File: config.mk
export PLATFORM = sky130hd
export DESIGN_NAME = uart_tx_frame_encoder
export DESIGN_NICKNAME = d
export VERILOG_FILES = /design/src/rtl/giraffe_pkg.sv /design/src/rtl/uart_tx_frame_encoder.sv
export SDC_FILE = /design/constraint.sdc
export NUM_CORES = 1
export LEC_CHECK = 0
export ABC_AREA = 1
export CAP_MARGIN = 0
export CORE_MARGIN = 2
export CORE_UTILIZATION = 50
export DETAILED_ROUTE_END_ITERATION = 8
export PLACE_DENSITY = 0.73
export SYNTH_ARGS = -nofsm -noshare
export SYNTH_HDL_FRONTEND = slang
export SYNTH_SLANG_ARGS = --single-unit
File: constraint.sdc
create_clock -name clk -period 2.9 [get_ports clk]
set_input_delay 0.29 -clock clk [delete_from_list [all_inputs] [get_ports clk]]
set_output_delay 0.29 -clock clk [all_outputs]
set_load 0.05 [all_outputs]
File: src/rtl/giraffe_pkg.sv
// Shared frame constants and TX encoder state encoding for the host UART link.
// Used by both the RX command decoder and the TX frame encoder.
package giraffe_pkg;

  typedef enum logic [3:0] {
    ST_IDLE,
    ST_HDR,
    ST_LEN0,
    ST_LEN1,
    ST_LEN2,
    ST_FETCH,
    ST_RDWAIT,
    ST_SEND,
    ST_CSUM,
    ST_TAIL
  } tx_state_t;

  localparam logic [7:0] FRAME_HDR      = 8'hA5;
  localparam logic [7:0] FRAME_TAIL     = 8'hA5 ^ 8'hFF;
  // header + 3 length bytes + checksum + trailer
  localparam int         FRAME_OVERHEAD = 6;

endpackage

File: src/rtl/uart_tx_frame_encoder.sv
// Streams N ADC samples from sample memory to the UART TX as one framed packet:
// A5, LEN[23:16..7:0], samples, checksum, 5A. uart_wreq is a pure function of state.
module uart_tx_frame_encoder
  import giraffe_pkg::*;
#(
  parameter int         NUM_bit       = 6,
  parameter int         UART_NUM_DATA = 8,
  parameter int         ADDR_W        = 19,
  parameter int         LEN_W         = 24,
  parameter logic [7:0] HDR_BYTE      = FRAME_HDR,
  parameter logic [7:0] TAIL_BYTE     = FRAME_TAIL
) (
  input  logic                     clk,
  input  logic                     nrst,
  input  logic                     start,
  input  logic                     abort,
  input  logic [LEN_W-1:0]         num_samples,
  input  logic [ADDR_W-1:0]        base_addr,
  output logic                     mem_rd_en,
  output logic [ADDR_W-1:0]        mem_rd_addr,
  input  logic [NUM_bit-1:0]       mem_rd_data,
  output logic [UART_NUM_DATA-1:0] uart_wdata,
  output logic                     uart_wreq,
  input  logic                     uart_rdy,
  output logic                     busy,
  output logic                     done,
  output logic [31:0]              byte_cnt
);

  tx_state_t                state_q, state_d;
  logic [LEN_W-1:0]         len_q;
  logic [LEN_W-1:0]         idx_q;
  logic [LEN_W-1:0]         idx_inc;
  logic [ADDR_W-1:0]        base_q;
  logic [UART_NUM_DATA-1:0] csum_q;
  logic [UART_NUM_DATA-1:0] sample_q;
  logic                     done_q;
  logic [31:0]              byte_cnt_q;
  logic                     accept;

  // idx never exceeds len_q, so this increment cannot wrap even at N = 2^LEN_W-1
  assign idx_inc = idx_q + {{(LEN_W-1){1'b0}}, 1'b1};
  assign accept  = uart_wreq && uart_rdy;

  always_comb begin
    state_d     = state_q;
    uart_wreq   = 1'b0;
    uart_wdata  = '0;
    mem_rd_en   = 1'b0;
    mem_rd_addr = '0;

    case (state_q)
      ST_HDR: begin
        uart_wreq  = 1'b1;
        uart_wdata = HDR_BYTE;
        if (uart_rdy) state_d = ST_LEN0;
      end
      ST_LEN0: begin
        uart_wreq  = 1'b1;
        uart_wdata = len_q[LEN_W-1 -: 8];
        if (uart_rdy) state_d = ST_LEN1;
      end
      ST_LEN1: begin
        uart_wreq  = 1'b1;
        uart_wdata = len_q[LEN_W-9 -: 8];
        if (uart_rdy) state_d = ST_LEN2;
      end
      ST_LEN2: begin
        uart_wreq  = 1'b1;
        uart_wdata = len_q[7:0];
        if (uart_rdy) state_d = (len_q == '0) ? ST_CSUM : ST_FETCH;
      end
      ST_FETCH: begin
        mem_rd_en   = 1'b1;
        mem_rd_addr = base_q + ADDR_W'(idx_q);
        state_d     = ST_RDWAIT;
      end
      ST_RDWAIT: state_d = ST_SEND;
      ST_SEND: begin
        uart_wreq  = 1'b1;
        uart_wdata = sample_q;
        if (uart_rdy) state_d = (idx_inc == len_q) ? ST_CSUM : ST_FETCH;
      end
      ST_CSUM: begin
        uart_wreq  = 1'b1;
        uart_wdata = csum_q;
        if (uart_rdy) state_d = ST_TAIL;
      end
      ST_TAIL: begin
        uart_wreq  = 1'b1;
        uart_wdata = TAIL_BYTE;
        if (uart_rdy) state_d = ST_IDLE;
      end
      default: if (start) state_d = ST_HDR;
    endcase

    // abort overrides everything, including a coincident start
    if (abort) state_d = ST_IDLE;
  end

  always_ff @(posedge clk or negedge nrst) begin
    if (!nrst) begin
      state_q    <= ST_IDLE;
      len_q      <= '0;
      idx_q      <= '0;
      base_q     <= '0;
      csum_q     <= '0;
      sample_q   <= '0;
      done_q     <= 1'b0;
      byte_cnt_q <= '0;
    end else begin
      state_q <= state_d;
      done_q  <= 1'b0;
      if (!abort) begin
        if (state_q == ST_IDLE && start) begin
          len_q      <= num_samples;
          base_q     <= base_addr;
          idx_q      <= '0;
          csum_q     <= '0;
          byte_cnt_q <= '0;
        end
        if (state_q == ST_RDWAIT) sample_q <= UART_NUM_DATA'(mem_rd_data);
        if (accept) begin
          if (byte_cnt_q != 32'hFFFF_FFFF) byte_cnt_q <= byte_cnt_q + 32'd1;
          if (state_q inside {ST_LEN0, ST_LEN1, ST_LEN2, ST_SEND}) csum_q <= csum_q + uart_wdata;
          if (state_q == ST_SEND) idx_q <= idx_inc;
          if (state_q == ST_TAIL) done_q <= 1'b1;
        end
      end
    end
  end

  assign busy     = (state_q != ST_IDLE);
  assign done     = done_q;
  assign byte_cnt = byte_cnt_q;

endmodule
==> flow_metrics.py, run 1 <==
metrics = {
    "run_status": {
        "outcome": "completed",
    },
    "placement": {
        "io_buffers": 116,
        "routabilityCongestion": 0.977,
        "post-dp-hpwl_um": 19500,
    },
    "synthesis": {
        "avg_inst_size_synth_um2": 7.25,
        "seq_area_frac_synth_pct": 35.5,
        "syn-num-nets": 1231,
        "netlist-cell-type-count": 46,
        "synth.yosys.warnings": 0,
        "syn_inst": 1148,
        "syn_area_mm2": 0.00833,
        "postSynthRegisterBits": 118,
    },
    "die": {
        "floorplan.core_area_mm2": 0.0164,
        "placement_rows": 47,
        "die_height_um": 133,
        "die_width_um": 133,
        "io_pins": 117,
        "initial_utilization_pct": 50.8,
        "floorplan.die_area_mm2": 0.0177,
    },
    "pwr": {
        "power.static_leakage_nw": 4.94,
        "p_per_area_mw_per_mm2": 681,
        "irDropWorstVdd_uv": 532,
    },
    "setup_path": {
        "required_ns": 2.61,
        "path_buf_inv": 2,
        "cpMostUsedCell": "sky130_fd_sc_hd__nand2_1",
        "worst-setup-path-type": "reg -> out",
        "critical_path.startpoint_type": "flip-flop",
        "crit_path_max_incr_delay_ns": 0.39,
        "crit_family": "compound AO/OA/AOI/OAI gates",
        "worstPathCellList": "ha_2, fa_2, nand2_1, inv_1, nand2_1, nand2_2, a21oi_2, nor2_1, nand2_1, nand2_2, a21oi_4, o21ai_2, o21ai_2, a21oi_2, buf_12",
        "cp-end-kind": "primary output",
        "slowest_stage": "sky130_fd_sc_hd__dfrtp_1",
        "critPathArrivalTime_ns": 2.59,
        "cp_max_fo": 3,
    },
    "clocking": {
        "cts-buffers-inserted": 17,
        "clk_path_buf_depth": 2,
        "cts-htree-levels": 4,
        "cts_root_buffer": "sky130_fd_sc_hd__clkbuf_16",
        "skew_pair_late_insertion_delay_ns": 0.42,
        "clock_sinks": 118,
        "clk_transition_reported_paths_ns": 0.06,
        "clock_tree_from_tritoncts": "built",
    },
    "route": {
        "met2WireLength_um": 12400,
        "routed_wl_um": 26400,
        "num_vias": 8557,
        "detail-route-antenna-nets": 0,
        "initialDrtViolationCount": 683,
        "m1WireLength_um": 11200,
        "drc_errors": 0,
        "pre_repair_dr_iteration_count": 5,
        "dr.max_layer_used": "met4",
        "vias_per_cell": 5.57,
        "met3_wirelength_um": 1940,
        "wl_cell_um": 17.2,
    },
    "sta": {
        "slew_headroom_pct": 60.2,
        "finalHoldViolCount": 0,
        "worst_clock_skew_ns": 0.00620,
        "period_share_pct": 99.2,
        "setup_total_negative_slack_ns": 0,
        "fmax_mhz": 348,
        "rsz0062_at_grt": "true",
        "final_max_slew_viol_count": 0,
        "worst_pin_slew_ns": 0.592,
        "fin_crit_ns": 2.88,
        "setup_viol": 0,
    },
    "global_route": {
        "grt_use_total_pct": 30.0,
        "grt_antenna_before_repair": 0,
        "grt_first_pass_wirelength_um": 41600,
        "grt_pass1_vias": 8053,
        "grt-ovfl-total": 0,
        "largest_net_degree_at_the_start_of_global_routing": 57,
    },
    "final_layout": {
        "final_core_utilization_pct": 67.3,
        "num_antenna_cells": 0,
        "num-nets-final": 1387,
        "area.growth.synth_to_final_pct": 32.6,
        "final_layout_size_suffix_gt1_share_pct": 15.7,
    },
    "worst_hold_path": {
        "holdCritPathClass": "in -> async",
    },
    "flow_run": {
        "maxCapViolations": 0,
    },
}
==> Yosys cell counts, drive strengths merged <==
| master | count | area share [%] |
|---|---|---|
| nor3 | 28 | 1.9 |
| a21o | 1 | 0.090 |
| nand3 | 89 | 5.6 |
| clkinv | 3 | 0.14 |
| nand2 | 287 | 13 |
| and2 | 1 | 0.075 |
| mux2 | 30 | 4.1 |
| xor2 | 37 | 3.9 |
| o211ai | 3 | 0.27 |
| o22ai | 19 | 1.4 |
| o21bai | 1 | 0.090 |
| ha | 27 | 4.1 |
| a31oi | 4 | 0.30 |
| fa | 2 | 0.48 |
| buf | 11 | 0.74 |
| o31ai | 5 | 0.45 |
| a221oi | 3 | 0.32 |
| nand3b | 4 | 0.36 |
| nor2 | 131 | 6.4 |
| a21oi | 81 | 5.0 |
| o22a | 1 | 0.11 |
| inv | 124 | 5.6 |
| xnor3 | 3 | 0.81 |
| clkbuf | 12 | 0.54 |
| nor4 | 9 | 0.68 |
| o2111ai | 4 | 0.42 |
| or2 | 1 | 0.075 |
| o21a | 2 | 0.18 |
| xnor2 | 6 | 0.63 |
| nand4 | 10 | 0.75 |
| o21ai | 91 | 5.8 |
| dfrtp | 118 | 35 |
==> worst paths after layout <==
path	start	endpoint	slack (ns)	cells past startpoint
worst max-delay path	idx_q[0]$_DFFE_PN0N_	mem_rd_addr[16]	0.02	15
worst min-delay path	nrst	state_q[3]$_DFFE_PN0P_	0.37	2
worst max register to register	idx_q[0]$_DFFE_PN0N_	state_q[2]$_DFFE_PN0P_	0.22	21
worst min register to register	base_q[10]$_DFFE_PN0P_	base_q[10]$_DFFE_PN0P_	0.52	1
max in group asynchronous	nrst	byte_cnt[12]$_DFFE_PN0N_	1.75	3
min in group clk	num_samples[12]	len_q[12]$_DFFE_PN0P_	0.45	3
==> cells in the final DEF (no fill, tap or decap), types with 12 or more instances in the layout <==
cell | synthesis | routed
sky130_fd_sc_hd__xor2_1 | 37 | 37
sky130_fd_sc_hd__ha_1 | 27 | 15
sky130_fd_sc_hd__buf_12 | 0 | 15
sky130_fd_sc_hd__o21ai_2 | 8 | 12
sky130_fd_sc_hd__buf_4 | 0 | 49
sky130_fd_sc_hd__nor2_1 | 127 | 120
sky130_fd_sc_hd__clkdlybuf4s50_1 | 0 | 89
sky130_fd_sc_hd__mux2_2 | 30 | 30
sky130_fd_sc_hd__a21oi_1 | 80 | 70
sky130_fd_sc_hd__dfrtp_1 | 118 | 114
sky130_fd_sc_hd__inv_1 | 118 | 116
sky130_fd_sc_hd__clkbuf_16 | 0 | 18
sky130_fd_sc_hd__nand2_1 | 278 | 274
sky130_fd_sc_hd__nor3_1 | 26 | 25
sky130_fd_sc_hd__o22ai_1 | 19 | 19
sky130_fd_sc_hd__o21ai_0 | 80 | 73
sky130_fd_sc_hd__nand3_1 | 87 | 87
==> worst register-to-register path, stage by stage, from the launching register on <==
cell and delay [ns]:
sky130_fd_sc_hd__dfrtp_1 0.39, sky130_fd_sc_hd__buf_4 0.14, sky130_fd_sc_hd__buf_4 0.15, sky130_fd_sc_hd__ha_1 0.21, sky130_fd_sc_hd__nand2_1 0.10, sky130_fd_sc_hd__nor2_2 0.06
sky130_fd_sc_hd__nand2_1 0.16, sky130_fd_sc_hd__inv_1 0.09, sky130_fd_sc_hd__buf_4 0.14, sky130_fd_sc_hd__nand3_1 0.08, sky130_fd_sc_hd__nand3_1 0.09, sky130_fd_sc_hd__nand2_1 0.09
sky130_fd_sc_hd__nand2_1 0.06, sky130_fd_sc_hd__nor2_1 0.17, sky130_fd_sc_hd__nand2_1 0.09, sky130_fd_sc_hd__nor2_1 0.11, sky130_fd_sc_hd__buf_4 0.14, sky130_fd_sc_hd__nand2_1 0.05
sky130_fd_sc_hd__nand2_1 0.10, sky130_fd_sc_hd__nand2_1 0.06, sky130_fd_sc_hd__nand2_1 0.06, sky130_fd_sc_hd__nand2_1 0.05
==> routing by layer <==
layer | GRT usage (%) | vias to the layer above
li1 | - | 4152
met2 | 49.2 | 331
met5 | 0 | -
met3 | 6.13 | 64
met4 | 10.6 | 0
met1 | 39.4 | 4010
==> power breakdown <==
group          internal, mW  total, mW  switching (mW)
Combinational          1.08       2.84            1.75
Sequential             2.01       2.42           0.407
Clock                  1.49       2.26           0.766
==> repair_timing <==
item                                    in CTS  in global routing
pin swaps                                    7                 18
endpoints found under the setup margin       8                 18
gates resized for setup                     22                 42
setup buffers                                1                 11
hold endpoints to repair                    33                  0
hold buffers                                 1                  0
==> through the flow <==
stage | power (mW) | std cells | area (um^2) | setup WS [ns] | hold slack, ns
detailed placement | 5.00 | 1492 | 10100 | 0.0997 | 0.281
finish | 7.52 | 1535 | 11000 | 0.0229 | 0.370
CTS | 7.31 | 1524 | 10800 | -0.0754 | 0.382
floorplan | 4.12 | 1148 | 8350 | -0.0811 | -0.00559
global route | 7.92 | 1535 | 11000 | -0.100 | 0.417
global placement | 4.97 | 1492 | 10100 | 0.196 | 0.280
==> kinds of logic (layout without fill, tap and decap cells) <==
group                      count (synthesis)  after routing  synth area share [%]
DFF                                      118            118                  35.5
and+or+nand+nor                          560            560                  29.1
xor gates and xnor gates                  46             46                  5.33
muxes                                     30             30                  4.06
buffers and inverters                    150            317                  7.00
adders and majority gates                 29             29                  4.54
AOI/OAI and AO/OA                        215            215                  14.5
==> final cells by class <==
cell class / count / area, um^2
well taps: 220 / 275
multi-input cells: 880 / 5060
flip-flops and latches: 118 / 2960
fillers: 1409 / 5360
clock inverters: 9 / 150
clock buffers: 21 / 470
inverters: 127 / 477
repair buffers: 160 / 1650
==> sequential cells by signal, indices dropped and copies added (netlist names) <==
name      flops
state_q       4
base_q       19
len_q        24
csum_q        8
done          1
sample_q      6
byte_cnt     32
idx_q        24
Power figures use the tool's default switching activity.
==> run 2, diff against run 1 <==
Settings changed: PLACE_DENSITY 0.73 to 0.74.
==> flow_metrics.py, run 2 (synthesis gave the netlist of run 1 again) <==
metrics = {
    "route": {
        "m1WireLength_um": 11500,
        "detail-route-antenna-nets": 0,
        "met3_wirelength_um": 1670,
        "pre_repair_dr_iteration_count": 5,
        "vias_per_cell": 5.49,
        "initialDrtViolationCount": 593,
        "routed_wl_um": 26000,
        "drc_errors": 0,
        "wl_cell_um": 16.9,
        "met2WireLength_um": 12300,
        "num_vias": 8421,
        "dr.max_layer_used": "met4",
    },
    "setup_path": {
        "critPathArrivalTime_ns": 2.71,
        "critical_path.startpoint_type": "flip-flop",
        "reg2reg_capture_point": "csum_q[7]$_DFFE_PN0N_",
        "critical_path.reg2reg.startpoint": "state_q[1]$_DFFE_PN0P_",
        "required_ns": 2.61,
        "worst-setup-path-type": "reg -> out",
        "cp_max_fo": 3,
        "r2r_cells": 14,
        "cp-end-kind": "primary output",
        "ff2ff_setup_slack_ns": 0.22,
    },
    "sta": {
        "rsz0062_at_grt": "true",
        "finalHoldViolCount": 0,
        "fmax_mhz": 333,
        "final_critical_path_setup_slack_ns": -0.103,
        "worst_pin_slew_ns": 0.711,
        "final_max_slew_viol_count": 0,
        "period_share_pct": 104,
        "slew_headroom_pct": 52.6,
        "worst_clock_skew_ns": 0.00937,
        "setup_viol": 5,
        "fin_crit_ns": 3.00,
    },
    "worst_hold_path": {
        "holdCritPathClass": "in -> reg",
        "holdCritStartpoint": "num_samples[14]",
        "hold_depth": 3,
        "worstHoldEndpoint": "len_q[14]$_DFFE_PN0P_",
    },
    "global_route": {
        "grt_antenna_before_repair": 0,
        "grt-ovfl-total": 0,
        "grt_use_total_pct": 29.7,
        "grt_first_pass_wirelength_um": 41200,
        "largest_net_degree_at_the_start_of_global_routing": 51,
        "grt_pass1_vias": 7898,
    },
    "final_layout": {
        "final_common_cell": "sky130_fd_sc_hd__nand2_1",
        "fillCellCount": 1418,
        "area.growth.synth_to_final_pct": 31.2,
        "layout.area.seq_mm2": 0.00296,
        "layout_common_cells": "272 x sky130_fd_sc_hd__nand2_1, 116 x sky130_fd_sc_hd__inv_1, 116 x sky130_fd_sc_hd__nor2_1",
        "largest_register_ff_count": 32,
        "final_layout_size_suffix_gt1_share_pct": 15.5,
        "num_antenna_cells": 0,
        "multiInputGateArea_mm2": 0.00502,
        "num-nets-final": 1384,
    },
    "clocking": {
        "clk_path_buf_depth": 2,
        "cts-buffers-inserted": 17,
        "clock_sinks": 118,
        "clk_transition_reported_paths_ns": 0.06,
        "clock_tree_from_tritoncts": "built",
        "cts_root_buffer": "sky130_fd_sc_hd__clkbuf_16",
        "skew_pair_late_insertion_delay_ns": 0.42,
        "cts-htree-levels": 4,
    },
    "die": {
        "placement_rows": 47,
        "floorplan.die_area_mm2": 0.0177,
        "die_height_um": 133,
        "io_pins": 117,
        "floorplan.core_area_mm2": 0.0164,
        "die_width_um": 133,
        "initial_utilization_pct": 50.8,
    },
    "placement": {
        "post-dp-hpwl_um": 19200,
        "io_buffers": 116,
        "routabilityCongestion": 0.963,
        "post_place_setup_slack_ns": 0.113,
    },
    "pwr": {
        "post-layout-total-power_mw": 7.27,
        "irDropWorstVdd_uv": 506,
        "p_per_area_mw_per_mm2": 665,
        "power.static_leakage_nw": 4.89,
    },
    "run_status": {
        "violations_in_the_final_reports": "negative setup slack",
        "outcome": "finished with violations",
    },
    "flow_run": {
        "maxCapViolations": 0,
    },
}
-- run 2: changes by cell type in the layout (fill, tap and decap cells not counted), sizes merged --
| cell | delta |
|---|---|
| clkinvlp | +1 |
| clkinv | +3 |
| clkdlybuf4s50 | +1 |
| dlymetal6s2s | -1 |
| bufinv | -2 |
| inv | +1 |
| clkbuf | -1 |
| dlygate4sd2 | +1 |
| buf | -4 |
-- run 2: worst max-delay path, cell delays in order, from the launching register on --
cell and delay (ns):
sky130_fd_sc_hd__dfrtp_1 0.39, sky130_fd_sc_hd__ha_2 0.20, sky130_fd_sc_hd__fa_2 0.41, sky130_fd_sc_hd__nand2_2 0.09, sky130_fd_sc_hd__inv_2 0.04, sky130_fd_sc_hd__nand2_2 0.05, sky130_fd_sc_hd__nand2_2 0.07, sky130_fd_sc_hd__a21oi_2 0.19
sky130_fd_sc_hd__nor2_1 0.06, sky130_fd_sc_hd__nand2_1 0.08, sky130_fd_sc_hd__nand2_2 0.09, sky130_fd_sc_hd__a21oi_4 0.16, sky130_fd_sc_hd__o21ai_2 0.09, sky130_fd_sc_hd__o21ai_1 0.15, sky130_fd_sc_hd__a21oi_2 0.06, sky130_fd_sc_hd__buf_12 0.15
-- run 2: layer usage --
metal / vias up / GRT usage (%)
li1: 4141 / -
met1: 3962 / 40.4
met2: 284 / 48.4
met3: 34 / 5.71
met4: 0 / 8.72
met5: - / 0
-- run 2: stage by stage --
stage / instance area [um^2] / std cells / TNS (ns) / hold slack, ns / util [%]
floorplan: 8350 / 1148 / -0.0811 / -0.00559 / -
global placement: 10100 / 1492 / 0 / 0.380 / 61.3
detailed placement: 10100 / 1492 / 0 / 0.383 / 61.3
CTS: 10700 / 1526 / -0.0839 / 0.438 / 65.3
global route: 10900 / 1534 / -1.05 / 0.458 / 66.6
finish: 10900 / 1534 / -0.260 / 0.445 / 66.6
-- run 2: repair_timing --
item | CTS | global route
gates resized for setup | 21 | 46
hold buffers | 1 | 0
pin swaps | 5 | 14
endpoints found under the setup margin | 11 | 19
hold endpoints to repair | 48 | 0
buffers inserted | 1 | 8
-- run 2: worst max-delay path by stage --
| stage | startpoint | endpoint | slack, ns | cells after the start |
|---|---|---|---|---|
| finish | idx_q[0]$_DFFE_PN0N_ | mem_rd_addr[16] | -0.10 | 15 |
| global route | base_q[0]$_DFFE_PN0P_ | mem_rd_addr[16] | -0.23 | 15 |
| CTS | idx_q[0]$_DFFE_PN0N_ | mem_rd_addr[16] | -0.08 | 15 |
| detailed placement | idx_q[0]$_DFFE_PN0N_ | mem_rd_addr[16] | 0.11 | 15 |
| global placement | state_q[0]$_DFFE_PN0P_ | csum_q[6]$_DFFE_PN0N_ | 0.18 | 15 |
| floorplan | state_q[3]$_DFFE_PN0P_ | csum_q[6]$_DFFE_PN0N_ | -0.08 | 16 |
-- run 2: report_power, final --
group / total (mW) / switching, mW / internal [mW]
registers: 2.42 / 0.407 / 2.01
logic: 2.76 / 1.72 / 1.04
clock network: 2.09 / 0.807 / 1.28
-- run 2: final cells by class --
class | instances | area share, %
Clock inverter | 12 | 1.18
Inverter | 127 | 4.36
Clock buffer | 20 | 4.09
Tap cell | 220 | 2.52
Sequential cell | 118 | 27.1
Timing Repair Buffer | 157 | 14.8
Multi-Input combinational cell | 880 | 46.0
==> run 3, diff against run 2 <==
Settings changed: SLEW_MARGIN from default to 5.
==> results of run 3 <==
No change in the layout: final DEF, timing and power equal those of run 2.
==> patch, RTL diff (settings of run 2) <==
Change the parameter `LEN_W` from 24 to 36.
--- a/src/rtl/uart_tx_frame_encoder.sv
+++ b/src/rtl/uart_tx_frame_encoder.sv
@@ -8,3 +8,3 @@
   parameter int         ADDR_W        = 19,
-  parameter int         LEN_W         = 24,
+  parameter int         LEN_W         = 36,
   parameter logic [7:0] HDR_BYTE      = FRAME_HDR,
Ports: changed (resized num_samples); port bits go from 117 to 129. No check against the original RTL was run, so the function may have changed too.
==> patch against run 2 <==
- sequential cell count increased by 24
- combinational power decreased by 21%
- synthesized cell count increased by 17%
- cell count increased by 16%
- total power decreased by 2.1%
- global-route usage decreased by 0.46 points
- first-iteration DRC count increased by 0.17%
- core utilization increased by 0.71 points
- wire length increased by 15%
- area after synthesis increased by 16%
- clock power increased by 9%
- design area increased by 16%
- worst setup slack improved by 0.14 ns
- largest power group is now registers
==> patch: results (changes against run 2) <==
Hold Crit Class in2reg (unchanged); Least-Margin Pin Slew 0.654 ns (was 0.711 ns); layout cells sized above 1 17.1% (was 15.5%); clk root buf clkbuf_16 (unchanged); Synth Net Count 1434 (was 1231); HPWL Detailed 21800 um (was 19200 um); DRT Pass-1 Iters 6 (was 5); CP arrival 2.58 ns (was 2.71 ns); Leak Pwr 5.59 nW (was 4.89 nW); vias in the first global route 9290 (was 7898); Comb power frac 30.6% (was 37.9%); Fin Clk Skew 0.0119 ns (was 0.00937 ns); GRT Util Overall 29.3% (was 29.7%); DR vias/cell 5.55 (was 5.49); GP Congestion 0.929 (was 0.963); dpl cell area 11600 um^2 (was 10100 um^2); FILL cells 1595 (was 1418); crit-path max cell delay 0.47 ns (was 0.41 ns); register area share after synthesis 36.7% (was 35.5%); top post-synthesis cells by area dfrtp_1 37%, nand2_1 14%, inv_1 6.0%, nor2_1 5.5%, nand3_1 5.2% (was dfrtp_1 35%, nand2_1 13%, nor2_1 5.7%, inv_1 5.3%, nand3_1 5.2%); crit path max fanout 6 (was 3); sequential power share 37.6% (was 33.3%); dpl cells 1730 (was 1492); first-pass GRT wire length 46900 um (was 41200 um); Psw 2.58 mW (was 2.94 mW); Clk Latency, worst-skew pair 0.44 ns (was 0.42 ns); post-synth cell types 51 (was 46); outcome finished clean (was complete, but fails checks); internal power 4.54 mW (was 4.33 mW); nets 1600 (was 1384); CP max-delay cell dfrtp_1 (was fa_2); pre-CTS WS -0.0827 ns (was 0.113 ns); register area 3570 um^2 (was 2960 um^2); Max IR drop VDD 0.447 mV (was 0.506 mV); Initial DRC Count 594 (was 593); Mapped Avg Cell Area 7.24 um^2 (was 7.25 um^2); Port-buffer cells 128 (was 116); final wirelength 30000 um (was 26000 um); top cells by count, synth 353 x nand2_1, 156 x inv_1, 142 x dfrtp_1, 141 x nor2_1, 100 x nand3_1 (was 278 x nand2_1, 127 x nor2_1, 118 x dfrtp_1, 118 x inv_1, 87 x nand3_1); Clk pin slew, worst setup/hold paths 0.06 ns (about the same); largest net degree at the start of global routing 87 (was 51); via count 9861 (was 8421)
==> patch: path summary, 6_finish.rpt <==
kind,slack [ns],cells past startpoint,end,startpoint
setup / recovery,0.03,8,mem_rd_addr[17],idx_q[14]
hold / removal,0.43,3,len_q[17],num_samples[17]
setup reg to reg,0.11,19,csum_q[6],state_q[2]
hold reg to reg,0.52,1,base_q[15],base_q[15]
max in group asynchronous,1.71,3,idx_q[7],nrst
min in group asynchronous,0.44,2,idx_q[33],nrst
==> patch: cells by family after synthesis <==
| kind of cell | after synthesis | share of synthesized area (%) |
|---|---|---|
| simple gates | 693 | 31.4 |
| compound gates | 225 | 13.7 |
| buf+inv | 187 | 7.68 |
| flops | 142 | 36.7 |
| mux | 32 | 3.72 |
| xor+xnor | 31 | 2.94 |
| fa+ha+maj | 29 | 3.90 |
==> patch: metal layers <==
metal	track usage, %	up-vias	wire length (um)
li1	-	4795	-
met1	39.8	4601	13000
met2	46.7	391	13800
met3	5.00	74	2190
met4	11.4	0	1000
met5	0	-	0
==> patch: cell type report <==
cell class	instances	share of cell area, %
sequential	142	28.0
timing repair buffer	175	14.5
clock inverter	9	1.06
inverter	159	4.69
clock buffer	22	3.57
tap	260	2.56
multi-input combinational	1010	45.6
==> patch: worst max-delay path: cells and delay by family, from the launching register on <==
kind            cells  cell delay (ns)
compound gates      2             0.30
buf+inv             1             0.18
simple gates        4             0.79
fa+ha+maj           1             0.40
flops               1             0.47
==> patch: repair_timing <==
item / 4_1_cts / 5_1_grt
endpoints found under the hold margin: 62 / 0
hold buffers: 1 / 0
pin swaps: 0 / 24
setup endpoints to repair: 12 / 17
setup buffers: 0 / 15
gates resized for setup: 22 / 72
